`src/rtl/serial_link_arbiter.sv`:
```
// Round-robin, packet-granular arbiter sharing one 32-bit valid/ready serial-out link among
// NUM_CLIENTS requesters. A grant stays locked until the whole packet (header + L words) crosses.
module serial_link_arbiter #(
    parameter int unsigned NUM_CLIENTS = 4,
    parameter int unsigned LEN_W       = 8,
    parameter int unsigned ID_W        = 2
) (
    input  logic                      clock,
    input  logic                      reset_n,
    input  logic [NUM_CLIENTS-1:0]    in_valid,
    output logic [NUM_CLIENTS-1:0]    in_ready,
    input  logic [32*NUM_CLIENTS-1:0] in_bits,
    output logic                      out_valid,
    input  logic                      out_ready,
    output logic [31:0]               out_bits,
    output logic                      busy,
    output logic [ID_W-1:0]           grant_id,
    output logic                      pkt_done
);

    localparam logic [1:0] IDLE = 2'd0;
    localparam logic [1:0] HEAD = 2'd1;
    localparam logic [1:0] BODY = 2'd2;

    logic [1:0]       state_q, state_d;
    logic [ID_W-1:0]  grant_q, grant_d;
    logic [ID_W-1:0]  rr_q, rr_d;
    logic [LEN_W-1:0] count_q, count_d;
    logic             done_q, done_d;

    logic [31:0]      words [NUM_CLIENTS];
    logic             active;
    logic             sel_valid;
    logic             handshake;
    logic             req_found;
    logic [ID_W-1:0]  req_winner;

    for (genvar k = 0; k < NUM_CLIENTS; k++) begin : g_client
        assign words[k]    = in_bits[32*k +: 32];
        assign in_ready[k] = active && out_ready && (grant_q == ID_W'(k));
    end

    // Outputs are gated by reset_n so nothing is forwarded during the reset cycle itself.
    assign active    = reset_n && (state_q != IDLE);
    assign sel_valid = in_valid[grant_q];
    assign out_valid = active && sel_valid;
    assign out_bits  = out_valid ? words[grant_q] : 32'h0;
    assign handshake = out_valid && out_ready;
    assign busy      = (state_q != IDLE);
    assign grant_id  = grant_q;
    assign pkt_done  = done_q;

    // First requester at or after rr_q, wrapping modulo NUM_CLIENTS.
    always_comb begin
        int unsigned     sum;
        logic [ID_W-1:0] cand;
        req_found  = 1'b0;
        req_winner = '0;
        sum        = 0;
        cand       = '0;
        for (int unsigned i = 0; i < NUM_CLIENTS; i++) begin
            sum = 32'(rr_q) + i;
            if (sum >= NUM_CLIENTS) begin
                sum = sum - NUM_CLIENTS;
            end
            cand = ID_W'(sum);
            if (!req_found && in_valid[cand]) begin
                req_found  = 1'b1;
                req_winner = cand;
            end
        end
    end

    always_comb begin
        state_d = state_q;
        grant_d = grant_q;
        rr_d    = rr_q;
        count_d = count_q;
        done_d  = 1'b0;
        case (state_q)
            IDLE: begin
                if (req_found) begin
                    grant_d = req_winner;
                    if (32'(req_winner) == NUM_CLIENTS - 1) begin
                        rr_d = '0;
                    end else begin
                        rr_d = req_winner + ID_W'(1);
                    end
                    state_d = HEAD;
                end
            end
            HEAD: begin
                if (handshake) begin
                    count_d = words[grant_q][LEN_W-1:0];
                    if (words[grant_q][LEN_W-1:0] == '0) begin
                        state_d = IDLE;
                        done_d  = 1'b1;
                    end else begin
                        state_d = BODY;
                    end
                end
            end
            BODY: begin
                if (handshake) begin
                    count_d = count_q - LEN_W'(1);
                    if (count_q == LEN_W'(1)) begin
                        state_d = IDLE;
                        done_d  = 1'b1;
                    end
                end
            end
            default: state_d = IDLE;
        endcase
    end

    always_ff @(posedge clock) begin
        if (!reset_n) begin
            state_q <= IDLE;
            grant_q <= '0;
            rr_q    <= '0;
            count_q <= '0;
            done_q  <= 1'b0;
        end else begin
            state_q <= state_d;
            grant_q <= grant_d;
            rr_q    <= rr_d;
            count_q <= count_d;
            done_q  <= done_d;
        end
    end

endmodule
```
`config.mk`:
```
export PLATFORM = sky130hd
export DESIGN_NAME = serial_link_arbiter
export DESIGN_NICKNAME = d
export VERILOG_FILES = /design/src/rtl/serial_link_arbiter.sv
export SDC_FILE = /design/constraint.sdc
export NUM_CORES = 1
export LEC_CHECK = 0
export BUFFER_PORTS_ARGS = -buffer_cell sky130_fd_sc_hd__buf_2
export CAP_MARGIN = 20
export CORE_UTILIZATION = 36
export DETAILED_ROUTE_END_ITERATION = 10
export GPL_TIMING_DRIVEN = 1
export PLACE_DENSITY = 0.78
export SLEW_MARGIN = 20
export SYNTH_ARGS = -nofsm -noshare
export SYNTH_HDL_FRONTEND = slang
export SYNTH_SLANG_ARGS = --single-unit
export TNS_END_PERCENT = 30
```
`constraint.sdc`:
```
create_clock -name clock -period 2.1 [get_ports clock]
set_clock_uncertainty 0.15 [all_clocks]
set_input_delay 0.42 -clock clock [delete_from_list [all_inputs] [get_ports clock]]
set_output_delay 0.42 -clock clock [all_outputs]
set_load 0.005 [all_outputs]
```
==> results of run 1 <==
stage by stage:
stage                     power (mW)  setup TNS [ns]   util  area [um^2]  worst slack (ns)
final                           3.83           -5.85  0.629         3520            -0.196
after global routing            4.13           -8.31  0.629         3520            -0.253
after CTS                       3.72           -6.23  0.615         3450            -0.202
after detailed placement        3.26           -1.07  0.585         3280           -0.0642
after global placement          3.21         -0.0143  0.585         3280           -0.0143
after floorplan                 2.34           -1.66      -         2160           -0.0828
flip-flops by register name, summed over array words and instances (netlist names), named ones only:
| signal | flops |
|---|---|
| count_q | 8 |
| grant_id | 2 |
| pkt_done | 1 |
| rr_q | 1 |
| state_q | 2 |
final cells by class:
class,instances,area (um^2)
Fill cell,505,2080
Multi-Input combinational cell,182,1760
Timing Repair Buffer,213,1280
Sequential cell,15,307
Tap cell,72,90.1
Clock buffer,4,45.0
Inverter,12,45.0
power by group through the flow:
stage	registers, mW	clock network (mW)	logic, mW
2_1_floorplan	0.484	0	1.85
3_3_place_gp	0.548	0	2.66
3_5_place_dp	0.553	0	2.71
4_1_cts	0.565	0.250	2.90
5_1_grt	0.588	0.268	3.27
6_report	0.567	0.240	3.02
cell usage in the layout (no fill, tap or decap), drive strengths merged, types with 3 or more instances in the layout:
| cell type | instances |
|---|---|
| a21oi | 13 |
| and3 | 3 |
| buf | 212 |
| clkbuf | 5 |
| dfxtp | 15 |
| ha | 5 |
| inv | 12 |
| mux4 | 33 |
| nand2 | 17 |
| nand2b | 4 |
| nor2 | 12 |
| nor2b | 36 |
| nor4 | 4 |
| o21ai | 16 |
what timing repair did:
| item | CTS | global route |
|---|---|---|
| resized for setup | 18 | 9 |
| endpoints found under the setup margin | 40 | 42 |
| pin swaps | 0 | 6 |
| buffers inserted | 4 | 0 |
| cloned | 1 | 1 |
cell families (layout without fill, tap and decap cells):
family | Yosys count | after routing
buf+inv | 32 | 229
mux | 34 | 34
flops | 15 | 15
simple gates | 90 | 90
fa+ha+maj | 6 | 6
compound gates | 52 | 52
worst max path at each step:
stage | start | end | slack, ns | cells after the start
finish | grant_id[0] | out_bits[16] | -0.20 | 5
global route | grant_id[0] | out_bits[17] | -0.25 | 5
CTS | grant_id[0] | out_bits[10] | -0.20 | 5
detailed placement | in_valid[3] | count_q[3] | -0.06 | 7
global placement | in_valid[3] | count_q[3] | -0.01 | 7
floorplan | in_valid[3] | out_bits[10] | -0.08 | 5
routing by layer:
layer	track usage	vias up
met3	0.0333	8
met4	0.0673	0
met2	0.457	139
met1	0.332	1274
met5	0	-
li1	-	1274
==> impl_summary.txt, run 1 <==
----------------------------------------------------
[Synthesis]
  Xor/xnor cell area share of the yosys netlist ... 0
  Cell taking the most area after synthesis ... sky130_fd_sc_hd__mux4_2
  Post-Synthesis Mean Instance Area ... 9.36 um^2
  Main combinational cell family by area after synthesis ... multiplexers
  Sequential element share of the synthesized area ... 0.140
  Register bit count reported by yosys ... 15
  Top cells by area, synth ... sky130_fd_sc_hd__mux4_2, sky130_fd_sc_hd__dfxtp_1, sky130_fd_sc_hd__nor2b_1, sky130_fd_sc_hd__a21oi_1, sky130_fd_sc_hd__nand2_1
  Multiplexer area fraction after synthesis ... 0.351
  Predominant post-synthesis flop cell ... sky130_fd_sc_hd__dfxtp_1
  Synth Area in Compound Gates ... 0.167
  Area share of the leading cell type in the synthesized netlist ... 0.347
  Synth cell count leaders ... sky130_fd_sc_hd__nor2b_1, sky130_fd_sc_hd__mux4_2, sky130_fd_sc_hd__nand2_1
  Post-Synth Adder-Cell Area ... 0.0338
  EDFF count, synth ... 0
  Net count of the mapped netlist ... about 370
  Fraction of registers with async set or reset after synthesis ... 0
  Netlist cell types ... between 40 and 50
  Area of the mapped netlist ... 2140 um^2
  Number of warnings reported in the yosys synthesis log ... 0
  Post-Syn Instances ... 229
  Area share of and/or/nand/nor cells after synthesis ... 0.237
  Cell with the most instances after synthesis ... sky130_fd_sc_hd__nor2b_1

[Global route]
  Gr usage total ... 0.259
  Largest net degree at the start of global routing ... 29
  Vias in the first global route ... 2557
  First-pass GRT wire length ... ~12 mm
  Overflow left after global routing ... 0
  Number of antenna violations at the first check in global routing ... 0

[Timing]
  Max-slew violation count ... 0
  Finish-stage setup viols ... 34
  RSZ-0062 raised after global routing ... true
  FMAX ... roughly 440 MHz
  Transition time at the pin with the least slew margin ... 0.337 ns
  Worst rel slew slack ... 0.775
  Final critical path time including I/O delays and setup ... 2.30 ns
  Final hold violations ... 0
  Part of the cycle the worst path needs ... 1.09
  Min Hold Slack ... 0.328 ns
  Worst-case setup margin in the final layout ... -0.196 ns

[Final layout]
  Post-route non-filler standard cell count ... 498
  Area growth from synthesis to layout ... 64.4%
  Number of antenna repair diodes ... 0
  Share of layout cells above drive strength 1 ... 0.634
  Net total in the final layout ... 567

[Power and ir drop]
  Switching share of power ... 0.420
  Combinational group share of total power ... 0.789
  Internal power contribution ... around 2.2 mW
  Sequential share of power ... 0.148
  Clock Power Share ... 0.063
  Power density relative to cell area ... approximately 1100 nW/um^2
  Total net switching power ... roughly 1.6 mW
  Leak Pwr ... 1.68 nW
  VDD IR-drop max ... around 0.00063 V

[Floorplanning]
  FP Rows ... 27
  Height of the chip ... between 70 and 80 um
  Initial Util ... 0.382
  Floorplan die width ... 79.2 um
  Overall die area ... 6270 um^2
  Core Box Area ... between 5000 and 6000 um^2
  Total I/O pin count ... between 150 and 200

[Min path]
  Hold path cells ... 2
  Hold Crit Start ... reset_n
  Endpoint with the worst hold slack ... rr_q[1]
  Type of the worst min-delay path ... in -> reg

[Placed design]
  Routability congestion estimate ... 0.917
  Detail Placement HPWL ... about 6.9 mm
  # placed instances ... about 490
  Buffers added on ports ... around 180

[Route]
  Highest layer used for signal routing ... met4
  M1 wire length ... approximately 3.3 mm
  Number of remaining DRC errors ... 0
  Routed wire length on met3 ... around 460 um
  Via density per instance ... 5.41
  Mean routed wirelength per cell ... between 15 and 20 um
  Wirelength, routed ... roughly 8.4 mm
  Final ANT Viol Nets ... 0
  First-pass DRT Iterations ... 4
  First DRT Iteration DRCs ... 110
  Vias after detailed routing ... approximately 2700
  DR WL met2 ... approximately 4.5 mm

[Critical path]
  CP Buf/Inv Count ... 2
  Worst Setup Start Kind ... flop
  Startpoint of the most critical register-to-register path ... grant_id[0]
  Data required time of the critical path ... between 1.5 and 2 ns
  Worst path cell trace ... mux4_2 -> nand3_4 -> clkbuf_16 -> nor2b_1 -> buf_2
  Critical Path Fanout Max ... 10
  Data arrival, critical path ... roughly 1.7 ns
  Worst R2R Path Depth ... 6
  Category of the most critical setup path ... reg -> out
  Reg-to-reg setup timing slack ... -0.01 ns
  Capture point of the worst reg-to-reg path ... pkt_done
  Critical path's top delay family ... multiplexers
  Critical-path top delay cell ... sky130_fd_sc_hd__mux4_2
  Capturing element type of the critical path ... primary output
  Peak per-stage delay on the critical path ... between 0.5 and 0.6 ns

[CTS]
  Clock slew at the register clock pins of the worst setup and hold paths ... approximately 0.06 ns
  Clock H-tree levels ... 1
  Quantity of hold-fixing buffers added after cts ... 0
  TritonCTS clock tree ... built
  Number of buffers added by the clock tree synthesis step ... 3
  Clock net sink count ... 15
  Clock latency on the worst-skew pair ... 0.25 ns
  Cell chosen for the clock root ... sky130_fd_sc_hd__clkbuf_8
  Maximum buffer depth of the clock tree ... 2

[Status]
  Violated checks ... negative setup slack
  Run status ... finished, violations left

[Flow run]
  Number of max-cap violations ... 0

----------------------------------------------------
Power figures use the tool's default switching activity.
==> run 2: changes to the inputs <==
--- a/config.mk
+++ b/config.mk
@@ -5,12 +5,13 @@
 export SDC_FILE = /design/constraint.sdc
 export NUM_CORES = 1
 export LEC_CHECK = 0
+export ABC_AREA = 1
 export BUFFER_PORTS_ARGS = -buffer_cell sky130_fd_sc_hd__buf_2
 export CAP_MARGIN = 20
 export CORE_UTILIZATION = 36
 export DETAILED_ROUTE_END_ITERATION = 10
 export GPL_TIMING_DRIVEN = 1
-export PLACE_DENSITY = 0.78
+export PLACE_DENSITY = 0.79
 export SLEW_MARGIN = 20
 export SYNTH_ARGS = -nofsm -noshare
 export SYNTH_HDL_FRONTEND = slang
==> impl_summary.txt, run 2 <==
----------------------------------------------------
[Critical path]
  Critical-path top delay cell ... sky130_fd_sc_hd__dfxtp_4
  Data arrival, critical path ... 1.73 ns (about the same)
  Worst Setup Start Kind ... flop
  Worst R2R Path Depth ... 13 (+7)
  Category of the most critical setup path ... reg -> out
  Worst path cell trace ... nand2_2 -> inv_2 -> nand2_2 -> nand4_1 -> nand3_4 -> buf_6 -> a31oi_1 -> buf_2
  Critical Path Fanout Max ... 15 (+5)
  Capture point of the worst reg-to-reg path ... count_q[3]
  Data required time of the critical path ... 1.53 ns (about the same)
  Startpoint of the most critical register-to-register path ... grant_id[0]
  Peak per-stage delay on the critical path ... 0.43 ns (-0.14 ns)
  Capturing element type of the critical path ... primary output
  Reg-to-reg setup timing slack ... 0 ns (about the same)
  Most frequent cell on the critical path ... sky130_fd_sc_hd__nand2_2

[Min path]
  Hold path cells ... 2 (unchanged)
  Hold Crit Start ... count_q[5]
  Endpoint with the worst hold slack ... count_q[5]
  Type of the worst min-delay path ... reg -> reg

[Final layout]
  Commonest cells after routing, fill and taps aside ... sky130_fd_sc_hd__buf_2, sky130_fd_sc_hd__nand2_1, sky130_fd_sc_hd__nor2_1
  Share of layout cells above drive strength 1 ... 0.418 (-0.216)
  Net total in the final layout ... 725 (+28%)
  Reg with most FFs ... count_q
  Area growth from synthesis to layout ... 62.4%
  Commonest non-fill, non-tap cell in the layout ... sky130_fd_sc_hd__buf_2
  Fillcell total ... 545 (+7.9%)
  Number of antenna repair diodes ... 0 (unchanged)
  Number of flip-flops under the largest register name ... 8 (unchanged)
  Post-route non-filler standard cell count ... 656 (+32%)

[Placed design]
  Buffers added on ports ... 175 (unchanged)
  Routability congestion estimate ... 0.937 (+2.2%)
  Detail Placement HPWL ... 7.57 mm (+9.9%)
  # placed instances ... 643 (+32%)

[Global route]
  Vias in the first global route ... 3167 (+24%)
  First-pass GRT wire length ... 14.6 mm (+17%)
  Largest net degree at the start of global routing ... 33 (+14%)
  Gr usage total ... 0.302 (+0.0430)
  Overflow left after global routing ... 0 (unchanged)
  Number of antenna violations at the first check in global routing ... 0 (unchanged)

[Synthesis]
  Net count of the mapped netlist ... 534 (+45%)
  Register bit count reported by yosys ... 15 (unchanged)
  Predominant post-synthesis flop cell ... sky130_fd_sc_hd__dfxtp_1
  Post-Syn Instances ... 394 (+72%)
  Sequential element share of the synthesized area ... 0.144 (+0.00352)
  Area of the mapped netlist ... 2090 um^2 (-2.5%)
  Area share of the leading cell type in the synthesized netlist ... 0.296 (-0.0505)
  Fraction of registers with async set or reset after synthesis ... 0 (unchanged)
  Cell with the most instances after synthesis ... sky130_fd_sc_hd__nand2_1
  Netlist cell types ... 28 (-43%)
  Number of warnings reported in the yosys synthesis log ... 0 (unchanged)
  Post-Synthesis Mean Instance Area ... 5.31 um^2 (-43%)
  Synth cell count leaders ... sky130_fd_sc_hd__nand2_1, sky130_fd_sc_hd__nor2_1, sky130_fd_sc_hd__inv_1
  EDFF count, synth ... 0 (unchanged)
  Cell taking the most area after synthesis ... sky130_fd_sc_hd__nand2_1
  Top cells by area, synth ... sky130_fd_sc_hd__nand2_1, sky130_fd_sc_hd__dfxtp_1, sky130_fd_sc_hd__a22oi_1, sky130_fd_sc_hd__nor2_1, sky130_fd_sc_hd__a31oi_1

[Timing]
  Worst rel slew slack ... 0.798 (+0.0226)
  Final hold violations ... 0 (unchanged)
  RSZ-0062 raised after global routing ... true
  Worst-case setup margin in the final layout ... -0.196 ns (+0.000370 ns)
  FMAX ... 436 MHz (about the same)
  Finish-stage setup viols ... 33 (-2.9%)
  Final critical path time including I/O delays and setup ... 2.30 ns (-0.000370 ns)
  Total negative setup slack ... -4.67 ns (+1.18 ns)
  Max-slew violation count ... 0 (unchanged)
  Part of the cycle the worst path needs ... 1.09 (about the same)
  Transition time at the pin with the least slew margin ... 0.303 ns (-0.0335 ns)

[Floorplanning]
  Total I/O pin count ... 176 (unchanged)
  Height of the chip ... 78.2 um (-1.2%)
  Floorplan die width ... 78.2 um (-1.2%)
  Initial Util ... 0.378 (-0.00482)
  Core Box Area ... 5540 um^2 (-1.2%)
  Overall die area ... 6120 um^2 (-2.4%)
  FP Rows ... 27 (unchanged)

[Route]
  First DRT Iteration DRCs ... 285 (+160%)
  Mean routed wirelength per cell ... 15.0 um (-11%)
  Vias after detailed routing ... 3431 (+27%)
  Via density per instance ... 5.23 (-3.4%)
  Final ANT Viol Nets ... 0 (unchanged)
  Number of remaining DRC errors ... 0 (unchanged)
  First-pass DRT Iterations ... 5 (+1)
  Wirelength, routed ... 9.85 mm (+18%)

[CTS]
  Cell chosen for the clock root ... sky130_fd_sc_hd__clkbuf_8
  TritonCTS clock tree ... built
  Clock latency on the worst-skew pair ... 0.26 ns (about the same)
  Clock H-tree levels ... 1 (unchanged)
  Maximum buffer depth of the clock tree ... 2 (unchanged)
  Number of buffers added by the clock tree synthesis step ... 3 (unchanged)
  Clock slew at the register clock pins of the worst setup and hold paths ... 0.06 ns (about the same)
  Clock net sink count ... 15 (unchanged)

[Power and ir drop]
  Power density relative to cell area ... 1140 nW/um^2 (+5.4%)
  Combinational group share of total power ... 0.797 (+0.008)
  VDD IR-drop max ... 0.000532 V (-15%)
  Switching share of power ... 0.537 (+0.117)
  Total chip power ... 3.89 mW (+1.6%)
  Sequential share of power ... 0.139 (-0.009)
  Leak Pwr ... 1.89 nW (+12%)
  Clock Power Share ... 0.064 (about the same)
  Internal power contribution ... 1.80 mW (-19%)
  Total net switching power ... 2.09 mW (+30%)

[Flow run]
  Number of max-cap violations ... 0 (unchanged)

[Status]
  Run status ... finished, violations left
  Violated checks ... negative setup slack

----------------------------------------------------
==> run 2: changes by cell type after synthesis, moves of 4 or more <==
cell / delta
sky130_fd_sc_hd__nand3_1: +12
sky130_fd_sc_hd__nand2_1: +148
sky130_fd_sc_hd__mux4_2: -33
sky130_fd_sc_hd__o21ai_0: +6
sky130_fd_sc_hd__a22oi_1: +22
sky130_fd_sc_hd__nor4_1: -4
sky130_fd_sc_hd__nand2b_1: -4
sky130_fd_sc_hd__a31oi_1: +23
sky130_fd_sc_hd__nor2_1: +30
sky130_fd_sc_hd__nor2b_1: -36
sky130_fd_sc_hd__inv_1: +18
==> run 2: timing repair <==
item / CTS / global route
endpoints found under the setup margin: 37 / 49
resized for setup: 23 / 24
pin swaps: 2 / 4
hold buffers: 0 / 0
buffers inserted: 6 / 5
==> run 2: power by group through the flow <==
stage	sequential, mW	clock (mW)	combinational (mW)
floorplan	0.483	0	1.90
global placement	0.505	0	2.63
detailed placement	0.513	0	2.70
CTS	0.528	0.256	2.84
global route	0.550	0.272	3.43
finish	0.540	0.248	3.10
==> run 2: stage by stage <==
stage	util	hold WS, ns	worst slack (ns)	instance area [um^2]
2_1_floorplan	-	0.289	0.168	2090
3_3_place_gp	0.566	0.301	0.0129	3130
3_5_place_dp	0.566	0.311	-0.0262	3130
4_1_cts	0.595	0.324	-0.0952	3300
5_1_grt	0.613	0.346	-0.277	3400
6_report	0.613	0.326	-0.196	3400
==> run 2: final cells by class <==
cell class	count	area, um^2	area share
Clock buffer	4	45.0	0.0133
Inverter	33	129	0.0379
Tap cell	72	90.1	0.0265
Sequential cell	15	312	0.0917
Multi-Input combinational cell	326	1650	0.486
Timing Repair Buffer	206	1170	0.345
==> run 2: critical path: cells and delay by family (launching register included) <==
kind,cells,cell delay (ns)
AO/OA/AOI/OAI,1,0.16
buffers and inverters,3,0.41
flip-flops,1,0.43
AND/OR/NAND/NOR,4,0.47
==> run 2: logic make-up after synthesis <==
| family | count (synthesis) | share of synthesized area |
|---|---|---|
| adders and majority gates | 5 | 0.0299 |
| and+or+nand+nor | 235 | 0.449 |
| buffers and inverters | 53 | 0.114 |
| xor gates and xnor gates | 3 | 0.0126 |
| AOI/OAI and AO/OA | 83 | 0.252 |
| DFF | 15 | 0.144 |
==> run 2: how the worst max path moves through the flow <==
stage,startpoint,to,slack [ns]
after floorplan,grant_id[1],out_bits[19],0.17
after global placement,grant_id[0],out_bits[18],0.01
after detailed placement,grant_id[0],out_bits[15],-0.03
after CTS,grant_id[1],out_bits[9],-0.1
after global routing,grant_id[0],out_bits[16],-0.28
final,grant_id[0],out_bits[9],-0.20
==> run 2: routing by layer <==
layer  GRT usage  routed length, um
met1       0.350               3680
met2       0.539               4930
met3      0.0605                882
met4       0.119                351
met5           0                  0
==> run 3: changes to the inputs <==
--- a/config.mk
+++ b/config.mk
@@ -8,10 +8,13 @@
 export ABC_AREA = 1
 export BUFFER_PORTS_ARGS = -buffer_cell sky130_fd_sc_hd__buf_2
 export CAP_MARGIN = 20
-export CORE_UTILIZATION = 36
+export CELL_PAD_IN_SITES_DETAIL_PLACEMENT = 2
+export CELL_PAD_IN_SITES_GLOBAL_PLACEMENT = 2
+export CORE_UTILIZATION = 15
+export CTS_CLUSTER_SIZE = 10
 export DETAILED_ROUTE_END_ITERATION = 10
 export GPL_TIMING_DRIVEN = 1
-export PLACE_DENSITY = 0.79
+export PLACE_DENSITY = 0.78
 export SLEW_MARGIN = 20
 export SYNTH_ARGS = -nofsm -noshare
 export SYNTH_HDL_FRONTEND = slang
==> impl_summary.txt, run 3 (synthesis gave the netlist of run 2 again) <==
----------------------------------------------------
[Status]
  Run status ... finished, violations left
  Violated checks ... negative setup slack

[Power and ir drop]
  Total net switching power ... 2.29 mW (+9.6%)
  Power density relative to cell area ... 1170 nW/um^2 (+1.9%)
  Combinational group share of total power ... 0.786 (-0.011)
  Total chip power ... 4.25 mW (+9.3%)
  Internal power contribution ... 1.96 mW (+9.0%)
  Clock Power Share ... 0.091 (+0.027)
  Switching share of power ... 0.539 (+0.00140)
  Sequential share of power ... 0.122 (-0.017)
  VDD IR-drop max ... 0.000253 V (-53%)
  Leak Pwr ... 1.91 nW (+1.3%)

[Route]
  Mean routed wirelength per cell ... 17.4 um (+16%)
  Number of remaining DRC errors ... 0 (unchanged)
  Vias after detailed routing ... 3493 (+1.8%)
  Final ANT Viol Nets ... 0 (unchanged)
  Wirelength, routed ... 13.2 mm (+34%)
  First DRT Iteration DRCs ... 70 (-75%)
  Via density per instance ... 4.59 (-12%)
  First-pass DRT Iterations ... 4 (-1)

[Timing]
  Worst-case setup margin in the final layout ... -0.233 ns (-0.0368 ns)
  FMAX ... 429 MHz (-1.6%)
  Final critical path time including I/O delays and setup ... 2.33 ns (+0.0368 ns)
  Final hold violations ... 0 (unchanged)
  Part of the cycle the worst path needs ... 1.11 (+0.0175)
  Max-slew violation count ... 0 (unchanged)
  Finish-stage setup viols ... 35 (+6.1%)
  RSZ-0062 raised after global routing ... true
  Worst rel slew slack ... 0.789 (-0.00854)
  Transition time at the pin with the least slew margin ... 0.316 ns (+0.0128 ns)

[Floorplanning]
  Core Box Area ... 13400 um^2 (+140%)
  Initial Util ... 0.156 (-0.221)
  Height of the chip ... 120 um (+54%)
  Total I/O pin count ... 176 (unchanged)
  Floorplan die width ... 120 um (+54%)
  Overall die area ... 14400 um^2 (+140%)
  FP Rows ... 42 (+56%)

[Critical path]
  Critical-path top delay cell ... sky130_fd_sc_hd__dfxtp_4
  Data arrival, critical path ... 1.76 ns (+0.03 ns)
  Critical Path Fanout Max ... 11 (-4)
  Capturing element type of the critical path ... primary output
  Data required time of the critical path ... 1.53 ns (about the same)
  Category of the most critical setup path ... reg -> out
  Worst Setup Start Kind ... flop
  Startpoint of the most critical register-to-register path ... grant_id[1]
  Worst path cell trace ... buf_6 -> nor2_4 -> nand2_1 -> nand4_1 -> nand3_4 -> buf_12 -> a31oi_4 -> buf_2
  Critical path's top delay family ... simple AND/OR/NAND/NOR gates
  CP Buf/Inv Count ... 3 (unchanged)
  Crit path launch ... grant_id[0]
  Peak per-stage delay on the critical path ... 0.37 ns (-0.06 ns)

[Final layout]
  Commonest cells after routing, fill and taps aside ... sky130_fd_sc_hd__buf_2, sky130_fd_sc_hd__nand2_1, sky130_fd_sc_hd__nor2_1
  Number of antenna repair diodes ... 0 (unchanged)
  Number of flip-flops under the largest register name ... 8 (unchanged)
  Share of layout cells above drive strength 1 ... 0.431 (+0.0130)
  Post-route non-filler standard cell count ... 761 (+16%)
  Commonest non-fill, non-tap cell in the layout ... sky130_fd_sc_hd__buf_2
  Summed area of non-filler cells in the final layout ... 3640 um^2 (+7.3%)
  Area growth from synthesis to layout ... 74.2%
  Net total in the final layout ... 726 (+0.14%)
  Reg with most FFs ... count_q

[CTS]
  Clock latency on the worst-skew pair ... 0.25 ns (about the same)
  TritonCTS clock tree ... built
  Clock net sink count ... 15 (unchanged)
  Cell chosen for the clock root ... sky130_fd_sc_hd__clkbuf_16
  Maximum buffer depth of the clock tree ... 2 (unchanged)
  Quantity of hold-fixing buffers added after cts ... 0 (unchanged)
  Number of buffers added by the clock tree synthesis step ... 3 (unchanged)
  Clock slew at the register clock pins of the worst setup and hold paths ... 0.05 ns (about the same)
  Clock H-tree levels ... 1 (unchanged)

[Global route]
  Vias in the first global route ... 3879 (+22%)
  First-pass GRT wire length ... 20.2 mm (+39%)
  Overflow left after global routing ... 0 (unchanged)
  Number of antenna violations at the first check in global routing ... 0 (unchanged)
  Largest net degree at the start of global routing ... 33 (unchanged)
  Gr usage total ... 0.180 (-0.122)

[Placed design]
  Worst slack, placed ... -0.180 ns (-0.153 ns)
  Routability congestion estimate ... 0.885 (-5.5%)
  # placed instances ... 750 (+17%)
  Detail Placement HPWL ... 11.0 mm (+45%)
  Buffers added on ports ... 175 (unchanged)
  Area after detailed placement ... 3310 um^2 (+5.7%)

[Min path]
  Hold Crit Start ... count_q[5]
  Type of the worst min-delay path ... reg -> reg

[Flow run]
  Number of max-cap violations ... 0 (unchanged)

----------------------------------------------------
run 3: worst paths after layout:
check                                    end  slack [ns]  cells past startpoint
worst max-delay path            out_bits[26]       -0.23                      8
worst min-delay path              count_q[5]        0.32                      2
worst max register to register    state_q[1]        0.03                     16
worst min register to register    count_q[5]        0.32                      2
run 3: timing repair:
item                                   CTS  global route
setup endpoints to repair               39            40
pin swaps                                1             0
cloned                                   0             2
resized for setup                       20            28
endpoints found under the hold margin    0             0
setup buffers                            0             5
run 3: power groups by stage:
stage	registers (mW)	logic, mW	clock network, mW
2_1_floorplan	0.483	1.90	0
3_3_place_gp	0.493	2.90	0
3_5_place_dp	0.511	3.06	0
4_1_cts	0.517	3.16	0.390
5_1_grt	0.535	3.74	0.405
6_report	0.520	3.34	0.388
run 3: final cells by class:
type                    instances  area [um^2]
clock buffers                   4         78.8
repair buffers                207         1210
fillers                      1688         9760
multi-input cells             326         1700
well taps                     176          220
flip-flops and latches         15          309
inverters                      33          129
run 3: per-layer routing:
layer  up-vias  part of all wire  routed length [um]  track usage
met5         -                 0                   0            0
met4         0             0.020                 264       0.0484
met3        14             0.063                 835       0.0337
met2       131              0.53                7050        0.351
met1      1672              0.38                5090        0.194
li1       1676                 -                   -            -
run 3: stage by stage:
| stage | hold slack, ns | setup TNS (ns) | utilization |
|---|---|---|---|
| finish | 0.317 | -5.73 | 0.272 |
| floorplan | 0.289 | 0 | - |
| CTS | 0.325 | -4.80 | 0.259 |
| global route | 0.349 | -8.84 | 0.272 |
| global placement | 0.298 | -0.157 | 0.247 |
| detailed placement | 0.314 | -1.36 | 0.247 |
run 3: tightest hold or removal path: stages, from the launching register on:
cell and delay, ns:
sky130_fd_sc_hd__dfxtp_1 0.31, sky130_fd_sc_hd__nand2_1 0.06, sky130_fd_sc_hd__a21oi_1 0.05
